==> src/rtl/ysyx_24120013_core_sequencer.sv <==
// Multi-cycle core control FSM: sequences fetch, decode/execute, optional data-memory
// access and write-back, with per-handshake timeout and sticky halt/error states.
module ysyx_24120013_core_sequencer #(
    parameter int TIMEOUT   = 255,
    parameter int CNT_WIDTH = 32
) (
    input  logic                 clk,
    input  logic                 rst,
    output logic                 ifu_req_valid,
    input  logic                 ifu_req_ready,
    input  logic                 ifu_rsp_valid,
    output logic                 inst_latch_en,
    input  logic                 dec_is_load,
    input  logic                 dec_is_store,
    input  logic                 dec_is_ebreak,
    input  logic                 dec_illegal,
    output logic                 lsu_req_valid,
    input  logic                 lsu_req_ready,
    input  logic                 lsu_rsp_valid,
    output logic                 rf_wen,
    output logic                 pc_update,
    output logic                 halt,
    output logic                 err,
    output logic [2:0]           state_o,
    output logic [CNT_WIDTH-1:0] retire_cnt
);

    typedef enum logic [2:0] {
        S_IF   = 3'd0,
        S_IW   = 3'd1,
        S_EX   = 3'd2,
        S_MR   = 3'd3,
        S_MW   = 3'd4,
        S_WB   = 3'd5,
        S_HALT = 3'd6,
        S_ERR  = 3'd7
    } state_t;

    // Counter only ever needs to reach TIMEOUT-1 before the FSM leaves the state.
    localparam int WAIT_W = (TIMEOUT < 2) ? 1 : $clog2(TIMEOUT + 1);

    state_t               state_reg, state_next;
    logic [WAIT_W-1:0]    wait_reg, wait_next;
    logic                 store_reg, store_next;
    logic [CNT_WIDTH-1:0] retire_reg, retire_next;

    logic awaited;
    logic waiting;
    logic timed_out;

    // The one handshake signal the current state cares about; all others are ignored.
    always_comb begin
        awaited = 1'b0;
        case (state_reg)
            S_IF:    awaited = ifu_req_ready;
            S_IW:    awaited = ifu_rsp_valid;
            S_MR:    awaited = lsu_req_ready;
            S_MW:    awaited = lsu_rsp_valid;
            default: awaited = 1'b0;
        endcase
    end

    always_comb begin
        waiting = 1'b0;
        if (state_reg == S_IF || state_reg == S_IW || state_reg == S_MR || state_reg == S_MW) begin
            waiting = !awaited;
        end
        // Fires on the TIMEOUT-th idle cycle; an arriving handshake suppresses it.
        timed_out = (TIMEOUT != 0) && waiting && ((32'(wait_reg) + 32'd1) >= 32'(TIMEOUT));
    end

    // State register
    always_ff @(posedge clk) begin
        if (!rst) begin
            state_reg  <= S_IF;
            wait_reg   <= '0;
            store_reg  <= 1'b0;
            retire_reg <= '0;
        end else begin
            state_reg  <= state_next;
            wait_reg   <= wait_next;
            store_reg  <= store_next;
            retire_reg <= retire_next;
        end
    end

    // Next-state logic
    always_comb begin
        state_next  = state_reg;
        store_next  = store_reg;
        retire_next = retire_reg;
        case (state_reg)
            S_IF: begin
                if (ifu_req_ready)  state_next = S_IW;
                else if (timed_out) state_next = S_ERR;
            end
            S_IW: begin
                if (ifu_rsp_valid)  state_next = S_EX;
                else if (timed_out) state_next = S_ERR;
            end
            S_EX: begin
                store_next = dec_is_store;
                if (dec_illegal || (dec_is_load && dec_is_store)) state_next = S_ERR;
                else if (dec_is_ebreak)                           state_next = S_HALT;
                else if (dec_is_load || dec_is_store)             state_next = S_MR;
                else                                              state_next = S_WB;
            end
            S_MR: begin
                if (lsu_req_ready)  state_next = S_MW;
                else if (timed_out) state_next = S_ERR;
            end
            S_MW: begin
                if (lsu_rsp_valid)  state_next = S_WB;
                else if (timed_out) state_next = S_ERR;
            end
            S_WB: begin
                retire_next = retire_reg + 1'b1;
                state_next  = S_IF;
            end
            S_HALT:  state_next = S_HALT;
            S_ERR:   state_next = S_ERR;
            default: state_next = S_ERR;
        endcase

        if (state_next != state_reg) wait_next = '0;
        else if (waiting)            wait_next = wait_reg + 1'b1;
        else                         wait_next = wait_reg;
    end

    // Outputs: Moore decode of the state register, except the same-cycle latch strobe.
    // Everything is forced low while reset is held.
    always_comb begin
        ifu_req_valid = 1'b0;
        inst_latch_en = 1'b0;
        lsu_req_valid = 1'b0;
        rf_wen        = 1'b0;
        pc_update     = 1'b0;
        halt          = 1'b0;
        err           = 1'b0;
        state_o       = 3'd0;
        retire_cnt    = '0;
        if (rst) begin
            state_o    = state_reg;
            retire_cnt = retire_reg;
            case (state_reg)
                S_IF:   ifu_req_valid = 1'b1;
                S_IW:   inst_latch_en = ifu_rsp_valid;
                S_MR:   lsu_req_valid = 1'b1;
                S_WB: begin
                    pc_update = 1'b1;
                    rf_wen    = !store_reg;
                end
                S_HALT: halt = 1'b1;
                S_ERR:  err  = 1'b1;
                default: ;
            endcase
        end
    end

endmodule
==> config.mk <==
export PLATFORM = sky130hd
export DESIGN_NAME = ysyx_24120013_core_sequencer
export DESIGN_NICKNAME = d
export VERILOG_FILES = /design/src/rtl/ysyx_24120013_core_sequencer.sv
export SDC_FILE = /design/constraint.sdc
export NUM_CORES = 1
export LEC_CHECK = 0
export ABC_AREA = 1
export CAP_MARGIN = 20
export CORE_MARGIN = 10
export CORE_UTILIZATION = 33
export DETAILED_ROUTE_END_ITERATION = 10
export SLEW_MARGIN = 20
export SYNTH_ARGS = -nofsm -noshare
export SYNTH_HDL_FRONTEND = slang
export SYNTH_SLANG_ARGS = --single-unit
==> constraint.sdc <==
create_clock -name clk -period 2.4 [get_ports clk]
set_input_delay 0.48 -clock clk [delete_from_list [all_inputs] [get_ports clk]]
set_output_delay 0.48 -clock clk [all_outputs]
set_load 0.01 [all_outputs]
Yosys cells after proc, flatten, opt, wreduce, memory -nomap -nowiden. Index checks and enable logic that the tools add are counted.

Output and inout port bits: 42. Bits in registers: 44. Input port bits: 10.

Equality and inequality tests: 8. Reductions and logical operators: 11. Magnitude comparators: 1. $add $sub $neg: 3. Muxes and demuxes: 27. Bitwise gates (word level): 1.

Operators with widths (number): adder 32 x 1 -> 32 bit (second input constant) (1); 2-to-1 mux 32 bit (1); 2-to-1 mux 3 bit (9); one-hot mux 3 bit (8 select lines) (1); 2-to-1 mux 1 bit (15); == test 3 bit (second input constant) (4); adder 8 x 1 -> 9 bit (second input constant) (1); >= comparator 9 x 8 -> 1 bit (second input constant) (1); adder 8 x 1 -> 8 bit (second input constant) (1); == test 3 x 2 -> 1 bit (second input constant) (2); logical OR 1 bit (5); one-hot mux 1 bit (4 select lines) (1); == test 3 x 1 -> 1 bit (second input constant) (1); logical NOT 3 bit (1); != test 3 bit (1); logical AND 1 bit (2); logical NOT 1 bit (2); OR reduction 2 bit (1); inverter 1 bit (1).

Depth between registers and ports, before layout. Gate-level depths: netlist of the first run.

Word-level depth: 11. Depth in mapped cells: 17.

Worst setup path before layout of the first run. OpenSTA, ideal clock, no wires.

Kind: register to register. From: register wait_reg[0]. To: register wait_reg[5]. Clock period less this slack: 1.837 ns. Cell stages (with the launch flop): 17. Setup time: 0.117 ns. Arrival: 1.720 ns. Slack: 0.563 ns. Path through: dfxtp_1 -> inv_1 -> ha_1 -> nor2_1 -> nor2_1 -> nor2_1 -> nand3_1 -> nor2_1 -> nand2_1 -> nand2_1 -> nand2_2 -> nand2_1 -> nand2_2 -> a21oi_2 -> nor2_4 -> nand2_4 -> nor2_1.

Word-level cells in the longest chain between the ends: 8.

Ends and longest elaborated chain: from (decl) (line 43) `logic [WAIT_W-1:0] wait_reg, wait_next;`; from (signal assigned) (line 81) `wait_reg <= wait_next;`; adder 8 x 1 -> 9 bit (line 69) `timed_out = (TIMEOUT != 0) && waiting && ((32'(wait_reg) + 32'd1) >= 32'(TIMEOUT));`; >= comparator 9 x 8 -> 1 bit (line 69); logical AND 1 bit (line 69); 2-to-1 mux 3 bit; 2-to-1 mux 3 bit (on tied branches); one-hot mux 3 bit (8 select lines) (line 92) `case (state_reg)`; != test 3 bit (line 125) `if (state_next != state_reg) wait_next = '0;`; OR reduction 2 bit (no source line).

Several ways; a longest one is shown, not always the timed one. A chain may end at the register's enable or synchronous reset.

Worst setup path after layout of the first run.
From: register state_reg[1]. To: output inst_latch_en.

Word-level cells in the longest chain between the ends: 3.

Ends and longest elaborated chain: from (decl) (line 42) `state_t state_reg, state_next;`; from (signal assigned) (line 80) `state_reg <= state_next;`; == test 3 x 1 -> 1 bit (line 145) `case (state_reg)`; 2-to-1 mux 1 bit (line 145); 2-to-1 mux 1 bit (line 142) `if (rst) begin`; to (decl) (line 12) `output logic inst_latch_en,`.

Every way passes these cells.

==> flow_summary.yaml, run 1 <==
sta:
  clock.fmax_mhz: 440
  rsz0062_at_grt: "false"
  finalMaxSlewViolations: 0
  relSlewSlack_pct: 74.1
  max_slew.worst_pin.slew_ns: 0.385
  period_share_pct: 94.8
  finalSetupViolCount: 0
  setup_tns_ns: 0
  skew_ns: 0.00835
  timing.final.hold_violations: 0
  min_period_ns: 2.27
cts:
  cts_made_buffers: 5
  cts_resized: 0
  cts_setup_buffers: 0
  cts_root_buf: "clkbuf_8"
  clk_latency_ns: 0.30
  cts.sinks: 44
  htreeDepth: 2
  cts_buffer_depth: 2
  hold_buffers: 0
  cts_tree: "built"
  clk_pin_slew_ns: 0.08
setup_path:
  critical_path_buf_inv_count: 2
  crit_type: "flop to primary output"
  cpMostUsedCell: "nor2_1"
  endpoint_kind: "primary output"
  rrSetupSlack_ns: 0.30
  crit_fanout: 7
  crit_start: "state_reg[1]$_SDFF_PN0_"
  cpMaxStageDelayCell: "clkdlybuf4s50_1"
  arrival_ns: 1.79
  reg2reg_to: "wait_reg[2]$_SDFFE_PP0P_"
  required_ns: 1.92
  r2r_cells: 14
  start_kind: "flop"
  crit_chain: "nor2_4 > nand2_1 > nor2_1 > inv_1 > nor2_1 > clkdlybuf4s50_1"
  rr_startpoint: "wait_reg[0]$_SDFFE_PP0P_"
  cp_slowest_stage_delay_ns: 0.54
  cpLargestDelayFamily: "buffers and inverters"
min_path:
  hold_class: "flop to flop"
  hold_path_startpoint: "store_reg$_SDFFE_PN0P_"
  hold_depth: 2
  worstHoldEndpoint: "store_reg$_SDFFE_PN0P_"
run_status:
  outcome: "finished clean"
route:
  route.detailed.drc: 0
  route.final.wire_length_um: 6680
  drt-wirelength-per-cell_um: 11.1
  via_per_inst: 4.53
  drtIter0Drc: 123
  route.antenna.remaining_nets: 0
  num_vias: 2716
  first_pass_iters: 4
layout:
  synthToLayoutAreaGrowth_pct: 26.9
  fin_nets: 507
  drive_gt1_share_pct: 11.7
  largest_reg_flops: 32
  n_antenna_cell: 0
pwr:
  pwr-share-comb_pct: 39.5
  p_leak_nw: 1.58
  p_sw_uw: 995
  cellPowerDensity_nw_per_um2: 703
  intPower_mw: 1.50
  finalPower_mw: 2.49
  p_clk_share_pct: 23.0
  p_sw_share_pct: 39.9
  ir_drop_uv: 276
  seqPwrFrac_pct: 37.5
logic_synthesis:
  synth_seq_area_share_pct: 31.6
  synth_ff_type: "dfxtp_1"
  synthTopCellsByArea: "dfxtp_1, nand2_1, inv_1"
  synth_top_cells_by_count: "nand2_1, inv_1, nor2_1, dfxtp_1, a21oi_1"
  synth.top_cell.area_share_pct: 31.6
  yosysTopAreaCell: "dfxtp_1"
  synth_edf_count: 0
  async_flop_share_pct: 0
  yosysWarningCount: 0
  synth_most_common_cell: "nand2_1"
  synthCells: 440
  netlist_area_sq_um: 2790
  ys_ff_latch: 44
  yosysUniqueCellTypes: 43
  synth.avg_cell_area_sq_um: 6.34
  syn_nets: 453
floorplan:
  fp.dieH_um: 112
  rows: 33
  die_width_um: 112
  die_area_sq_um: 12500
  coreArea_sq_um: 8220
  initial_core_util_pct: 34.0
  io-pin-count: 52
grt:
  grt_first_pass_wirelength_um: 11600
  antenna_found_initial: 0
  grt_usage_pct: 10.5
  grt_max_degree: 26
  first_global_vias: 2589
  grt_overflow: 0
placement:
  gp_congestion: 0.797
  io_buffers: 51
  hpwl_um: 5200
job:
  drv_cap: 0
[power groups by stage]
stage                     sequential, mW  combinational, mW  clock, mW
final                              0.934              0.984      0.572
after global routing               0.951               1.14      0.624
after CTS                          0.927              0.985      0.592
after detailed placement           0.945              0.978          0
after global placement             0.939              0.961          0
after floorplan                    0.910              0.773          0
[cells by family (layout without fill, tap and decap cells)]
kind of cell | count (synthesis) | in the layout | share of synthesized area (%)
and+or+nand+nor | 245 | 245 | 41.6
AOI/OAI and AO/OA | 44 | 44 | 9.10
DFF | 44 | 44 | 31.6
xor gates and xnor gates | 11 | 11 | 3.45
adders and majority gates | 3 | 3 | 1.34
buffers and inverters | 93 | 148 | 13.0
[final cells by class]
class | instances | area, sq um
multi-input cells | 303 | 1550
clock inverters | 3 | 42.5
fillers | 902 | 4670
well taps | 105 | 131
inverters | 82 | 308
clock buffers | 5 | 68.8
repair buffers | 58 | 558
flip-flops and latches | 44 | 882
[metal layers]
layer  track usage, %  up-vias  share of wire [%]
met3             3.86        6                6.0
li1                 -     1473                  -
met1             13.2     1196                 49
met2             16.7       41                 44
met4             2.12        0               0.73
met5                0        -                  0
[worst register-to-register path: stages, from the launching register on]
cell and delay [ns]:
dfxtp_1 0.42, inv_1 0.10, ha_1 0.32, nor2_1 0.09
nor2_1 0.05, nor2_1 0.08, nand3_1 0.08, nor2_1 0.09
nand2_1 0.05, nand2_1 0.08, nand2_2 0.08, o211ai_1 0.22
nand2_1 0.13, nand2_4 0.15, nor2_1 0.05
[metrics by stage]
| step | worst slack (ns) | hold slack, ns | cells | util, % | cell area [sq um] |
|---|---|---|---|---|---|
| after floorplan | 0.563 | 0.440 | 440 | - | 2790 |
| after global placement | 0.125 | 0.452 | 592 | 41.7 | 3430 |
| after detailed placement | 0.131 | 0.464 | 592 | 41.7 | 3430 |
| after CTS | 0.0111 | 0.477 | 600 | 43.1 | 3540 |
| after global routing | 0.00988 | 0.514 | 600 | 43.1 | 3540 |
| final | 0.125 | 0.472 | 600 | 43.1 | 3540 |
[worst max-delay path by stage]
stage | to | slack [ns] | cells past startpoint
4_1_cts | ifu_req_valid | 0.01 | 5
2_1_floorplan | wait_reg[5]$_SDFFE_PP0P_ | 0.56 | 16
3_3_place_gp | inst_latch_en | 0.13 | 6
3_5_place_dp | inst_latch_en | 0.13 | 6
5_1_grt | inst_latch_en | 0.01 | 6
6_report | inst_latch_en | 0.13 | 6
[placed cells by master (no fill, tap or decap), types with 8 or more instances in the layout]
cell             Yosys  final
o21ai_0             13     13
nand4_1              8      8
nor3_1              13     13
dfxtp_1             44     43
a21oi_1             16     16
nor2_2              10     11
xor2_1               8      8
nand2_1            113    113
inv_1               77     77
nor2_1              57     56
clkdlybuf4s50_1      0     50
nand3_1             15     15
(Power assumes the default switching activity.)
==> run 2, diff against run 1 <==
--- a/config.mk
+++ b/config.mk
@@ -9,7 +9,9 @@
 export CAP_MARGIN = 20
 export CORE_MARGIN = 10
 export CORE_UTILIZATION = 33
+export CTS_CLUSTER_DIAMETER = 50
 export DETAILED_ROUTE_END_ITERATION = 10
+export RECOVER_POWER = 25
 export SLEW_MARGIN = 20
 export SYNTH_ARGS = -nofsm -noshare
 export SYNTH_HDL_FRONTEND = slang
==> flow_summary.yaml, run 2 (synthesis gave the netlist of run 1 again) <==
run_status:
  outcome: "finished clean"
sta:
  rsz0062_at_grt: "false"
  timing.final.hold_violations: 0
  skew_ns: 0.00751
  holdWs_ns: 0.472
  finalMaxSlewViolations: 0
  min_period_ns: 2.27
  clock.fmax_mhz: 440
  setup_tns_ns: 0
  max_slew.worst_pin.slew_ns: 1.29
  period_share_pct: 94.7
  finalSetupViolCount: 0
  relSlewSlack_pct: 14.1
floorplan:
  rows: 33
  coreArea_sq_um: 8220
  initial_core_util_pct: 34.0
  fp.dieH_um: 112
  die_area_sq_um: 12500
  die_width_um: 112
  io-pin-count: 52
placement:
  gp_congestion: 0.797
  hpwl_um: 5200
  dp_cells: 592
  io_buffers: 51
route:
  route.final.wire_length_um: 6670
  route.detailed.drc: 0
  drtIter0Drc: 102
  first_pass_iters: 4
  route.antenna.remaining_nets: 0
  num_vias: 2705
  drt-wirelength-per-cell_um: 11.1
  via_per_inst: 4.51
min_path:
  hold_class: "flop to flop"
  hold_path_startpoint: "store_reg$_SDFFE_PN0P_"
  worstHoldEndpoint: "store_reg$_SDFFE_PN0P_"
  hold_depth: 2
setup_path:
  crit_fanout: 3
  start_kind: "input pin"
  crit_type: "input pin to primary output"
  arrival_ns: 1.79
  rr_startpoint: "wait_reg[0]$_SDFFE_PP0P_"
  reg2reg_to: "wait_reg[2]$_SDFFE_PP0P_"
  endpoint_kind: "primary output"
  r2r_cells: 17
  rrSetupSlack_ns: 0.30
  required_ns: 1.92
layout:
  mostFrequentLayoutCells: "nand2_1, inv_1, nor2_1"
  n_antenna_cell: 0
  nFillCells: 905
  largest_reg_flops: 32
  post-route-util_pct: 42.8
  drive_gt1_share_pct: 10.1
  layout_commonest_cell: "nand2_1"
  fin_nets: 507
  final_cell_count_no_fill: 600
  synthToLayoutAreaGrowth_pct: 26.0
job:
  drv_cap: 0
cts:
  cts_buffer_depth: 2
  cts_setup_buffers: 0
  hold_buffers: 0
  cts_made_buffers: 5
  clk_latency_ns: 0.30
  cts.sinks: 44
  clk_pin_slew_ns: 0.08
  cts_root_buf: "clkbuf_8"
  cts_tree: "built"
  htreeDepth: 2
grt:
  grt_usage_pct: 10.5
  grt_max_degree: 26
  grt_first_pass_wirelength_um: 11600
  first_global_vias: 2589
  antenna_found_initial: 0
  grt_overflow: 0
pwr:
  finalPower_mw: 2.49
  cellPowerDensity_nw_per_um2: 707
  p_leak_nw: 1.57
  ir_drop_uv: 277
==> run 2: power by group <==
| part | switching (mW) | total, mW | internal [mW] |
|---|---|---|---|
| registers | 0.113 | 0.934 | 0.821 |
| clock network | 0.267 | 0.575 | 0.308 |
| logic | 0.614 | 0.978 | 0.364 |
==> run 2: cell type report <==
class	count	area [sq um]	area share, %
timing repair buffer	58	547	15.5
multi-input combinational	303	1540	43.7
inverter	82	308	8.75
sequential	44	882	25.1
clock buffer	5	68.8	1.96
tap	105	131	3.73
clock inverter	3	42.5	1.21
==> run 2: routing by layer <==
layer | part of all wire, % | routed length (um) | global-route usage [%] | vias up
li1 | - | - | - | 1472
met1 | 49 | 3270 | 13.2 | 1183
met5 | 0 | 0 | 0 | -
met4 | 0.73 | 49 | 2.12 | 0
met2 | 44 | 2950 | 16.7 | 44
met3 | 6.0 | 398 | 3.86 | 6
==> run 2: worst max-delay path by stage <==
stage | startpoint | to | depth (start not counted) | slack [ns]
3_3_place_gp | ifu_rsp_valid | inst_latch_en | 6 | 0.13
6_report | ifu_rsp_valid | inst_latch_en | 6 | 0.13
5_1_grt | state_reg[1]$_SDFF_PN0_ | inst_latch_en | 6 | 0.009
2_1_floorplan | wait_reg[0]$_SDFFE_PP0P_ | wait_reg[5]$_SDFFE_PP0P_ | 16 | 0.56
3_5_place_dp | ifu_rsp_valid | inst_latch_en | 6 | 0.13
4_1_cts | state_reg[0]$_SDFF_PN0_ | ifu_req_valid | 5 | 0.01
==> run 2: metrics by stage <==
stage,setup slack (ns),area (sq um)
after floorplan,0.563,2790
after global placement,0.125,3430
after detailed placement,0.131,3430
after CTS,0.0111,3540
after global routing,0.00938,3520
final,0.126,3520
==> run 2: critical path: stages <==
cell	delay (ns)
clkdlybuf4s50_1	0.49
inv_1	0.05
nor2_1	0.09
inv_1	0.06
nor2_1	0.08
clkdlybuf4s50_1	0.54
==> run 2: what timing repair did <==
action | 4_1_cts | 5_1_grt
setup endpoints to repair | 0 | 2
hold endpoints to repair | 0 | 0
resized for setup | 0 | 2
